**src/rtl/mem_arb_pkg.sv**
```systemverilog
// Shared types and limits for the instruction/data memory port arbiter.
package mem_arb_pkg;

   typedef enum logic [1:0] {
      IDLE  = 2'd0,
      FETCH = 2'd1,
      DATA  = 2'd2,
      LOCK  = 2'd3
   } arb_state_e;

   localparam int unsigned TIMEOUT    = 15;
   localparam int unsigned STARVE_MAX = 3;

endpackage

```
**src/rtl/mem_port_arbiter.sv**
```systemverilog
// Arbitrates one single-ported memory between instruction fetch and data access,
// with SWP locking, fetch starvation guard and access timeout.
module mem_port_arbiter
   import mem_arb_pkg::*;
#(
   parameter int ADDR_W = 32,
   parameter int DATA_W = 32
) (
   input  logic              clk,
   input  logic              rst,
   input  logic              if_req,
   input  logic [ADDR_W-1:0] if_addr,
   output logic              if_gnt,
   output logic              if_done,
   input  logic              d_req,
   input  logic              d_we,
   input  logic              d_lock,
   input  logic [ADDR_W-1:0] d_addr,
   input  logic [DATA_W-1:0] d_wdata,
   output logic              d_gnt,
   output logic              d_done,
   output logic [DATA_W-1:0] rdata,
   output logic              mem_en,
   output logic              mem_we,
   output logic [ADDR_W-1:0] mem_addr,
   output logic [DATA_W-1:0] mem_wdata,
   input  logic [DATA_W-1:0] mem_rdata,
   input  logic              mem_ready,
   output logic              err
);

   localparam logic [3:0] TMO_LAST   = 4'(TIMEOUT - 1);
   localparam logic [1:0] STARVE_TOP = 2'(STARVE_MAX);

   arb_state_e        state_q, state_d;
   logic [ADDR_W-1:0] addr_q, addr_d;
   logic [DATA_W-1:0] wdata_q, wdata_d;
   logic [DATA_W-1:0] rdata_q, rdata_d;
   logic              we_q, we_d;
   logic              lock_q, lock_d;
   logic [1:0]        starve_q, starve_d;
   logic [3:0]        tmo_q, tmo_d;
   logic              if_gnt_q, if_gnt_d;
   logic              d_gnt_q, d_gnt_d;
   logic              if_done_q, if_done_d;
   logic              d_done_q, d_done_d;
   logic              err_q, err_d;
   logic              take_fetch, take_data, finish;

   always_comb begin
      // NOTE: every signal gets a default before the case so no path leaves it unassigned (no latches).
      state_d    = state_q;
      addr_d     = addr_q;
      wdata_d    = wdata_q;
      rdata_d    = rdata_q;
      we_d       = we_q;
      lock_d     = lock_q;
      starve_d   = starve_q;
      tmo_d      = tmo_q;
      if_gnt_d   = 1'b0;
      d_gnt_d    = 1'b0;
      if_done_d  = 1'b0;
      d_done_d   = 1'b0;
      err_d      = 1'b0;
      take_fetch = 1'b0;
      take_data  = 1'b0;
      finish     = 1'b0;

      case (state_q)
         IDLE: begin
            // A starved fetch beats a pending data request once.
            if (if_req && starve_q == STARVE_TOP) take_fetch = 1'b1;
            else if (d_req)                       take_data  = 1'b1;
            else if (if_req)                      take_fetch = 1'b1;
         end
         LOCK: begin
            if (d_req) take_data = 1'b1;
         end
         FETCH, DATA: begin
            if (mem_ready) begin
               finish  = 1'b1;
               state_d = (state_q == DATA && lock_q) ? LOCK : IDLE;
               if (!we_q) rdata_d = mem_rdata;
            end else if (tmo_q == TMO_LAST) begin
               finish  = 1'b1;
               err_d   = 1'b1;
               rdata_d = '0;
               lock_d  = 1'b0;
               state_d = IDLE;
            end else begin
               tmo_d = tmo_q + 4'd1;
            end
         end
         default: ;
      endcase

      if (finish) begin
         if_done_d = (state_q == FETCH);
         d_done_d  = (state_q == DATA);
      end

      if (take_data) begin
         state_d = DATA;
         addr_d  = d_addr;
         we_d    = d_we;
         wdata_d = d_wdata;
         lock_d  = d_lock;
         tmo_d   = '0;
         d_gnt_d = 1'b1;
      end else if (take_fetch) begin
         state_d  = FETCH;
         addr_d   = if_addr;
         we_d     = 1'b0;
         lock_d   = 1'b0;
         tmo_d    = '0;
         if_gnt_d = 1'b1;
      end

      if (!if_req || take_fetch)              starve_d = '0;
      else if (take_data && starve_q != STARVE_TOP) starve_d = starve_q + 2'd1;
   end

   always_ff @(posedge clk or posedge rst) begin
      if (rst) begin
         state_q   <= IDLE;
         addr_q    <= '0;
         wdata_q   <= '0;
         rdata_q   <= '0;
         we_q      <= 1'b0;
         lock_q    <= 1'b0;
         starve_q  <= '0;
         tmo_q     <= '0;
         if_gnt_q  <= 1'b0;
         d_gnt_q   <= 1'b0;
         if_done_q <= 1'b0;
         d_done_q  <= 1'b0;
         err_q     <= 1'b0;
      end else begin
         // NOTE: non-blocking updates so every register samples the pre-edge values.
         state_q   <= state_d;
         addr_q    <= addr_d;
         wdata_q   <= wdata_d;
         rdata_q   <= rdata_d;
         we_q      <= we_d;
         lock_q    <= lock_d;
         starve_q  <= starve_d;
         tmo_q     <= tmo_d;
         if_gnt_q  <= if_gnt_d;
         d_gnt_q   <= d_gnt_d;
         if_done_q <= if_done_d;
         d_done_q  <= d_done_d;
         err_q     <= err_d;
      end
   end

   assign if_gnt    = if_gnt_q;
   assign d_gnt     = d_gnt_q;
   assign if_done   = if_done_q;
   assign d_done    = d_done_q;
   assign err       = err_q;
   assign rdata     = rdata_q;
   assign mem_en    = (state_q == FETCH) || (state_q == DATA);
   assign mem_we    = (state_q == DATA) && we_q;
   assign mem_addr  = addr_q;
   assign mem_wdata = wdata_q;

endmodule

```
**config.mk**
```make
export PLATFORM = sky130hd
export DESIGN_NAME = mem_port_arbiter
export DESIGN_NICKNAME = d
export VERILOG_FILES = /design/src/rtl/mem_arb_pkg.sv /design/src/rtl/mem_port_arbiter.sv
export SDC_FILE = /design/constraint.sdc
export NUM_CORES = 1
export LEC_CHECK = 0
export ABC_CLOCK_PERIOD_IN_PS = 5050
export CAP_MARGIN = 20
export CORE_MARGIN = 4
export CORE_UTILIZATION = 41
export DETAILED_ROUTE_END_ITERATION = 8
export GPL_TIMING_DRIVEN = 0
export HOLD_SLACK_MARGIN = 0.15
export PLACE_DENSITY_LB_ADDON = 0.3
export SYNTH_ARGS = -nofsm -noshare
export SYNTH_HDL_FRONTEND = slang
export SYNTH_SLANG_ARGS = --single-unit
```
**constraint.sdc**
```tcl
create_clock -name clk -period 5.05 [get_ports clk]
set_input_delay 1.2625 -clock clk [delete_from_list [all_inputs] [get_ports clk]]
set_output_delay 1.2625 -clock clk [all_outputs]
set_load 0.005 [all_outputs]
```
==> results_tabular.tex, run 1 <==
\begin{tabular}{lr}
\hline
Metric & Value \\
\hline
\multicolumn{2}{l}{\textbf{Outcome}} \\
\quad Run status & complete, no violations \\
\multicolumn{2}{l}{\textbf{Layout}} \\
\quad Most common cell after layout, fill and taps aside & sky130\_fd\_sc\_hd\_\_clkdlybuf4s50\_1 \\
\quad Fillcell total & just over 900 \\
\quad Antenna diode count & 0 \\
\quad Layout cell share with drive strength beyond 1 & 12.6\% \\
\quad Relative area change from synthesis to final layout & 57.0\% \\
\quad Final non-filler cell area & 0.00796 mm² \\
\quad Final nets & 802 \\
\quad Highest-count cells in the layout ignoring fill and taps & sky130\_fd\_sc\_hd\_\_clkdlybuf4s50\_1 (237), sky130\_fd\_sc\_hd\_\_dfrtp\_1 (111), sky130\_fd\_sc\_hd\_\_o21ai\_0 (36) \\
\multicolumn{2}{l}{\textbf{Global route}} \\
\quad Final global-route overflow total & 0 \\
\quad First-pass GRT wire length & around 25,000 µm \\
\quad All-layer global routing usage & $\sim$22\% \\
\quad Via count of the first global-routing pass & 4,692 \\
\quad Largest net degree at the start of global routing & approximately 70 \\
\quad Initial antenna violation count & 0 \\
\multicolumn{2}{l}{\textbf{STA}} \\
\quad Final worst clock skew & 0.00546 ns \\
\quad Period utilization & approximately three fifths \\
\quad Count of final max-slew check failures & 0 \\
\quad Number of failing setup endpoints in the final timing report & 0 \\
\quad Hold Violations, Final & 0 \\
\quad Least setup slack across all paths after layout & 1.95 ns \\
\quad Worst-Margin Slew & 0.835 ns \\
\quad Maximum clock rate & roughly 320 MHz \\
\quad Unrepaired setup endpoints after global routing & false \\
\quad Shortest period the worst path allows & 3.10 ns \\
\quad Hold slack final & 0.497 ns \\
\quad Rel. slew slack & 44.3\% \\
\multicolumn{2}{l}{\textbf{Floorplan}} \\
\quad Boundary pin count & 238 \\
\quad Die Span X & 119 µm \\
\quad Starting density of the core & 42.1\% \\
\quad Cell row count & 40 \\
\quad Core ar. & 0.0121 mm² \\
\quad Die Outline Area & 0.0142 mm² \\
\quad Vert. Die Dim & about 120 µm \\
\multicolumn{2}{l}{\textbf{Detailed routing}} \\
\quad Routed wire length per instance & 18.7 µm \\
\quad Number of vias after detailed routing & 4,438 \\
\quad Total wirelength of the detailed-routed design & 15,600 µm \\
\quad Iter 0 DRT Violations & 267 \\
\quad ANT nets after route & 0 \\
\quad DRC violations left & 0 \\
\quad Via density & between 5 and 6 \\
\quad Length of the first detailed-routing pass in iterations & 4 \\
\multicolumn{2}{l}{\textbf{Synthesis}} \\
\quad Cells after synthesis & 411 \\
\quad Number of storage elements in the synthesis netlist & 111 \\
\quad Area of the mapped netlist & 0.00507 mm² \\
\quad Dominant register cell in the synthesized netlist & sky130\_fd\_sc\_hd\_\_dfrtp\_1 \\
\quad Total number of yosys warnings & 0 \\
\quad Synth Net Count & 553 \\
\quad Number of enable-type register cells in the synthesized netlist & 0 \\
\quad Sequential share of the synthesized area & 54.8\% \\
\quad Async S/R FF share, synth & 100\% \\
\quad Yosys cell types & 41 \\
\quad Average instance area after synthesis & $\sim$12 µm² \\
\multicolumn{2}{l}{\textbf{Job}} \\
\quad Maxcap violations & 0 \\
\multicolumn{2}{l}{\textbf{Worst setup path}} \\
\quad Crit Path Class & register to primary output \\
\quad Data arrival at the endpoint of the critical path & 1.84 ns \\
\quad Kind of capture point of the worst setup path & primary output \\
\quad Crit path launch type & register \\
\quad CP max FO & 8 \\
\quad Required arrival time at the worst endpoint & $\sim$3.8 ns \\
\multicolumn{2}{l}{\textbf{Clock tree}} \\
\quad Postcts setup bufs & 0 \\
\quad Num CTS Buffers & 9 \\
\quad Number of hold buffers added after CTS & 0 \\
\quad Root cell of the clock tree & sky130\_fd\_sc\_hd\_\_clkbuf\_16 \\
\quad H-tree depth & 3 \\
\quad Total clock sinks & 111 \\
\quad Register clock-pin slew on the reported worst setup and hold paths & 0.07 ns \\
\quad Longest Clk Path Bufs & 2 \\
\quad CTS tree & built \\
\quad \# resized after CTS & 0 \\
\quad Insertion delay of the later-clocked pin in the worst-skew pair & 0.35 ns \\
\multicolumn{2}{l}{\textbf{Pwr}} \\
\quad Share of total power consumed by net switching & 33.0\% \\
\quad Peak ir drop on the vdd network & about 0.22 mV \\
\quad Sequential group share of total power & 34.1\% \\
\quad Design internal power & 3.08 mW \\
\quad Clock power frac & 14.9\% \\
\quad Power share of the combinational group & 51.1\% \\
\quad Static Leak & 3.23 nW \\
\quad Sw power & 1.52 mW \\
\quad Power density over the cells & about 580 mW/mm² \\
\multicolumn{2}{l}{\textbf{Placement}} \\
\quad Dpl hpwl & 11,700 µm \\
\quad Port Buf Inserts & 237 \\
\quad Dpl cell area & 0.00768 mm² \\
\quad Final Wtd Congestion & 0.863 \\
\quad Worst slack, placed & 1.99 ns \\
\multicolumn{2}{l}{\textbf{Worst hold path}} \\
\quad Hold/Removal Path Class & register to register \\
\hline
\end{tabular}
[flip-flops by register name (all words and copies together) (netlist names)]
| name | count |
|---|---|
| mem_addr | 32 |
| mem_wdata | 32 |
| rdata | 32 |
| tmo_q | 4 |
| starve_q | 2 |
| state_q | 2 |
| d_done | 1 |
| d_gnt | 1 |
| err | 1 |
| if_done | 1 |
| if_gnt | 1 |
| lock_q | 1 |
| we_q | 1 |
[cells in the mapped netlist, types with 2 or more instances]
| library cell | n | area share (%) |
|---|---|---|
| sky130_fd_sc_hd__a211oi_1 | 33 | 4.9 |
| sky130_fd_sc_hd__a21o_1 | 2 | 0.30 |
| sky130_fd_sc_hd__a21oi_1 | 5 | 0.49 |
| sky130_fd_sc_hd__a22o_1 | 32 | 5.5 |
| sky130_fd_sc_hd__a311oi_1 | 2 | 0.35 |
| sky130_fd_sc_hd__a31oi_1 | 34 | 4.2 |
| sky130_fd_sc_hd__and2_1 | 3 | 0.37 |
| sky130_fd_sc_hd__buf_12 | 3 | 1.2 |
| sky130_fd_sc_hd__buf_2 | 7 | 0.69 |
| sky130_fd_sc_hd__clkbuf_1 | 28 | 2.1 |
| sky130_fd_sc_hd__dfrtp_1 | 111 | 55 |
| sky130_fd_sc_hd__ha_1 | 7 | 1.7 |
| sky130_fd_sc_hd__inv_1 | 8 | 0.59 |
| sky130_fd_sc_hd__mux2_2 | 5 | 1.1 |
| sky130_fd_sc_hd__mux2_4 | 26 | 7.7 |
| sky130_fd_sc_hd__mux2i_1 | 2 | 0.39 |
| sky130_fd_sc_hd__nand2_1 | 2 | 0.15 |
| sky130_fd_sc_hd__nand2b_1 | 2 | 0.25 |
| sky130_fd_sc_hd__nand3_1 | 3 | 0.30 |
| sky130_fd_sc_hd__nor2_1 | 6 | 0.44 |
| sky130_fd_sc_hd__nor2b_1 | 3 | 0.37 |
| sky130_fd_sc_hd__o21ai_0 | 36 | 3.6 |
| sky130_fd_sc_hd__o221ai_1 | 2 | 0.35 |
| sky130_fd_sc_hd__o31ai_1 | 2 | 0.30 |
| sky130_fd_sc_hd__or3b_1 | 10 | 1.7 |
| sky130_fd_sc_hd__or3b_2 | 22 | 3.8 |
[final cells by class]
type / instances / area, µm² / area share (%)
plain buffers: 40 / 219 / 2.75
clock buffers: 11 / 243 / 3.05
clock inverters: 5 / 42.5 / 0.534
inverters: 9 / 43.8 / 0.550
multi-input cells: 251 / 2030 / 25.5
flip-flops and latches: 111 / 2780 / 34.9
well taps: 168 / 210 / 2.64
repair buffers: 238 / 2390 / 30.0
[power by group through the flow]
stage / sequential, mW / combinational, mW / clock, mW
detailed placement: 1.58 / 2.35 / 0
global placement: 1.55 / 2.30 / 0
finish: 1.57 / 2.35 / 0.685
floorplan: 1.58 / 1.11 / 0
global route: 1.63 / 2.54 / 0.738
CTS: 1.57 / 2.37 / 0.700
[per-stage QoR]
step / setup TNS, ns / util, % / cells / power [mW]
3_5_place_dp: 0 / 63.7 / 817 / 3.93
4_1_cts: 0 / 66.0 / 833 / 4.64
2_1_floorplan: 0 / - / 411 / 2.69
5_1_grt: 0 / 66.0 / 833 / 4.90
6_report: 0 / 66.0 / 833 / 4.60
3_3_place_gp: -74.26 / 63.5 / 816 / 3.86
[final timing paths]
check                                          start                        end  cells after the start  slack [ns]
min                        mem_wdata[29]$_DFFE_PP0P_  mem_wdata[29]$_DFFE_PP0P_                      1        0.50
max reg2reg                   state_q[0]$_DFFE_PP0P_   mem_addr[20]$_DFFE_PP0P_                      7        2.93
max                           state_q[0]$_DFFE_PP0P_                     mem_en                      3        1.95
max in group asynchronous                        rst   mem_addr[10]$_DFFE_PP0P_                      3        2.88
min reg2reg                mem_wdata[29]$_DFFE_PP0P_  mem_wdata[29]$_DFFE_PP0P_                      1        0.50
min in group asynchronous                        rst  mem_wdata[13]$_DFFE_PP0P_                      2        1.44
[routing by layer]
layer / up-vias / track usage [%] / wire, µm
li1: 2062 / - / -
met1: 2150 / 26.6 / 6300
met2: 211 / 36.5 / 7610
met3: 15 / 8.31 / 1450
met4: 0 / 6.01 / 218
met5: - / 0 / 0
[critical path: stages, from the launching register on]
cell                              delay, ns
sky130_fd_sc_hd__dfrtp_1               0.40
sky130_fd_sc_hd__inv_1                 0.08
sky130_fd_sc_hd__ha_1                  0.43
sky130_fd_sc_hd__clkdlybuf4s50_1       0.58
[logic make-up after synthesis]
logic type | after synthesis | share of synthesized area, %
fa+ha+maj | 7 | 1.73
simple gates | 57 | 8.29
compound gates | 153 | 20.7
flops | 111 | 54.8
mux | 34 | 9.42
buf+inv | 49 | 5.13
Note: power is estimated with default switching activity, not from simulation.
==> run 2: changes to the inputs <==
--- a/config.mk
+++ b/config.mk
@@ -5,10 +5,10 @@
 export SDC_FILE = /design/constraint.sdc
 export NUM_CORES = 1
 export LEC_CHECK = 0
-export ABC_CLOCK_PERIOD_IN_PS = 5050
+export ABC_CLOCK_PERIOD_IN_PS = 2670
 export CAP_MARGIN = 20
 export CORE_MARGIN = 4
-export CORE_UTILIZATION = 41
+export CORE_UTILIZATION = 37
 export DETAILED_ROUTE_END_ITERATION = 8
 export GPL_TIMING_DRIVEN = 0
 export HOLD_SLACK_MARGIN = 0.15
==> constraint.sdc (replaced) <==
create_clock -name clk -period 2.67 [get_ports clk]
set_input_delay 0.6675 -clock clk [delete_from_list [all_inputs] [get_ports clk]]
set_output_delay 0.6675 -clock clk [all_outputs]
set_load 0.005 [all_outputs]
==> run 2 against run 1 <==
Net effect:
- critical path depth unchanged
- flip-flop and latch count stayed put
- setup slack worse by 1.8 ns
- clock power grew 94%
- cell area increased by 0.69%
- cell count grew 1.2%
- utilization is 5.9 points lower
- wire length shrank 1.3%
- die area rose by 10%
- critical path type unchanged
- worst hold slack better by 0.0035 ns
- largest cell class unchanged
==> results_tabular.tex, run 2 (synthesis results as in run 1) <==
\begin{tabular}{lr}
\hline
Metric & Value \\
\hline
\multicolumn{2}{l}{\textbf{Outcome}} \\
\quad Run status & complete, no violations \\
\multicolumn{2}{l}{\textbf{Layout}} \\
\quad Final non-filler cell area & 0.00802 mm² \\
\quad Relative area change from synthesis to final layout & 58.1\% \\
\quad Highest-count cells in the layout ignoring fill and taps & sky130\_fd\_sc\_hd\_\_clkdlybuf4s50\_1 (237), sky130\_fd\_sc\_hd\_\_dfrtp\_1 (111), sky130\_fd\_sc\_hd\_\_o21ai\_0 (36) \\
\quad Most common cell after layout, fill and taps aside & sky130\_fd\_sc\_hd\_\_clkdlybuf4s50\_1 \\
\quad Fillcell total & approximately 1,100 \\
\quad Non-filler cells, final & about 840 \\
\quad Layout cell share with drive strength beyond 1 & 13.0\% \\
\quad Antenna diode count & 0 \\
\quad Final nets & roughly 800 \\
\multicolumn{2}{l}{\textbf{Worst setup path}} \\
\quad Data arrival at the endpoint of the critical path & 1.86 ns \\
\quad Slowest cell on the critical path & sky130\_fd\_sc\_hd\_\_clkdlybuf4s50\_1 \\
\quad Required arrival time at the worst endpoint & roughly 2 ns \\
\quad Count of buffering cells on the critical path with inverters included & 2 \\
\quad Cells along the critical path & inv\_1 -> ha\_1 -> clkdlybuf4s50\_1 \\
\quad CP max stage delay & 0.59 ns \\
\quad Family of cells with the greatest summed delay on the critical path & buffers and inverters \\
\quad Kind of capture point of the worst setup path & primary output \\
\quad Crit Path Class & register to primary output \\
\quad Crit path launch type & register \\
\quad CP max FO & 8 \\
\multicolumn{2}{l}{\textbf{Job}} \\
\quad Maxcap violations & 0 \\
\multicolumn{2}{l}{\textbf{STA}} \\
\quad Least setup slack across all paths after layout & $\sim$0.15 ns \\
\quad Count of final max-slew check failures & 0 \\
\quad Rel. slew slack & 56.7\% \\
\quad Worst-Margin Slew & 0.648 ns \\
\quad Sum Neg Setup Slack & 0 ns \\
\quad Shortest period the worst path allows & 2.52 ns \\
\quad Unrepaired setup endpoints after global routing & false \\
\quad Period utilization & 94.5\% \\
\quad Final worst clock skew & 0.00548 ns \\
\quad Number of failing setup endpoints in the final timing report & 0 \\
\quad Hold Violations, Final & 0 \\
\quad Maximum clock rate & 396 MHz \\
\multicolumn{2}{l}{\textbf{Pwr}} \\
\quad Clock power frac & between 10\% and 20\% \\
\quad Design internal power & slightly below 6 mW \\
\quad Total power & 8.72 mW \\
\quad Static Leak & 3.25 nW \\
\quad Share of total power consumed by net switching & 33.2\% \\
\quad Power share of the combinational group & 50.7\% \\
\quad Sequential group share of total power & 34.0\% \\
\quad Peak ir drop on the vdd network & 0.498 mV \\
\quad Sw power & just under 3 mW \\
\quad Power density over the cells & around 1100 mW/mm² \\
\multicolumn{2}{l}{\textbf{Placement}} \\
\quad Dpl hpwl & around 12,000 µm \\
\quad Dpl cell area & 0.00773 mm² \\
\quad Worst slack, placed & around 0.16 ns \\
\quad Final Wtd Congestion & around 0.83 \\
\quad Port Buf Inserts & 237 \\
\quad Number of cells in the design after placement & 827 \\
\multicolumn{2}{l}{\textbf{Detailed routing}} \\
\quad ANT nets after route & 0 \\
\quad Via density & 5.30 \\
\quad DRC violations left & 0 \\
\quad Total wirelength of the detailed-routed design & roughly 15,000 µm \\
\quad Iter 0 DRT Violations & 217 \\
\quad Number of vias after detailed routing & between 4,000 and 5,000 \\
\quad Routed wire length per instance & roughly 18 µm \\
\quad Length of the first detailed-routing pass in iterations & 4 \\
\multicolumn{2}{l}{\textbf{Global route}} \\
\quad First-pass GRT wire length & 25,000 µm \\
\quad Via count of the first global-routing pass & a little under 5,000 \\
\quad Initial antenna violation count & 0 \\
\quad Final global-route overflow total & 0 \\
\quad All-layer global routing usage & about a fifth \\
\quad Largest net degree at the start of global routing & 38 \\
\multicolumn{2}{l}{\textbf{Worst hold path}} \\
\quad Hold/Removal Path Class & register to register \\
\multicolumn{2}{l}{\textbf{Clock tree}} \\
\quad \# resized after CTS & 0 \\
\quad Number of hold buffers added after CTS & 0 \\
\quad Num CTS Buffers & 9 \\
\quad Register clock-pin slew on the reported worst setup and hold paths & 0.07 ns \\
\quad Longest Clk Path Bufs & 2 \\
\quad Insertion delay of the later-clocked pin in the worst-skew pair & 0.35 ns \\
\quad H-tree depth & 3 \\
\quad Root cell of the clock tree & sky130\_fd\_sc\_hd\_\_clkbuf\_16 \\
\quad Total clock sinks & 111 \\
\quad Postcts setup bufs & 0 \\
\quad CTS tree & built \\
\multicolumn{2}{l}{\textbf{Floorplan}} \\
\quad Die Span X & $\sim$130 µm \\
\quad Starting density of the core & 38.0\% \\
\quad Boundary pin count & 238 \\
\quad Die Outline Area & 0.0156 mm² \\
\quad Vert. Die Dim & approximately 130 µm \\
\quad Cell row count & 42 \\
\quad Core ar. & 0.0133 mm² \\
\hline
\end{tabular}
==> run 2: cell count changes in the layout (fill, tap and decap cells not counted), sizes merged <==
cell	before	now
buf	13	15
clkbuf	39	37
clkinv	3	2
clkinvlp	1	2
inv	10	12
==> run 2: cell type report <==
type	instances	area, µm²	area share [%]
Multi-Input combinational cell	251	2030	25.4
Tap cell	176	220	2.75
Timing Repair Buffer	240	2430	30.3
Sequential cell	111	2780	34.6
Clock inverter	7	63.8	0.796
Buffer	40	219	2.73
Clock buffer	9	225	2.81
Inverter	9	45.0	0.562
==> run 2: per-stage QoR <==
stage | utilization, % | hold WS [ns]
2_1_floorplan | - | 0.483
3_3_place_gp | 57.5 | 0.472
3_5_place_dp | 57.9 | 0.482
4_1_cts | 60.1 | 0.501
5_1_grt | 60.1 | 0.525
6_report | 60.1 | 0.501
==> run 2: power groups by stage <==
stage          clock network, mW  logic [mW]  registers [mW]
2_1_floorplan                  0        2.10            2.99
3_3_place_gp                   0        4.35            2.94
3_5_place_dp                   0        4.45            2.98
4_1_cts                     1.36        4.47            2.96
5_1_grt                     1.42        4.78            3.07
6_report                    1.33        4.42            2.96
==> run 2: worst paths after layout <==
| check | to | start | depth (start not counted) | slack, ns |
|---|---|---|---|---|
| setup / recovery | mem_en | state_q[0]$_DFFE_PP0P_ | 3 | 0.15 |
| hold / removal | mem_wdata[29]$_DFFE_PP0P_ | mem_wdata[29]$_DFFE_PP0P_ | 1 | 0.50 |
| setup reg to reg | mem_addr[20]$_DFFE_PP0P_ | state_q[0]$_DFFE_PP0P_ | 7 | 0.56 |
| hold reg to reg | mem_wdata[29]$_DFFE_PP0P_ | mem_wdata[29]$_DFFE_PP0P_ | 1 | 0.50 |
| max in group asynchronous | mem_addr[23]$_DFFE_PP0P_ | rst | 4 | 1.11 |
| min in group asynchronous | mem_wdata[8]$_DFFE_PP0P_ | rst | 2 | 0.76 |
==> run 2: layer usage <==
metal  GRT usage [%]  wire, µm  part of all wire (%)  vias to the layer above
li1                -         -                     -                     2056
met1            24.8      6650                    43                     2193
met2            31.7      7300                    48                      201
met3            5.71      1190                   7.7                       17
met4            6.57       233                   1.5                        0
met5               0         0                     0                        -
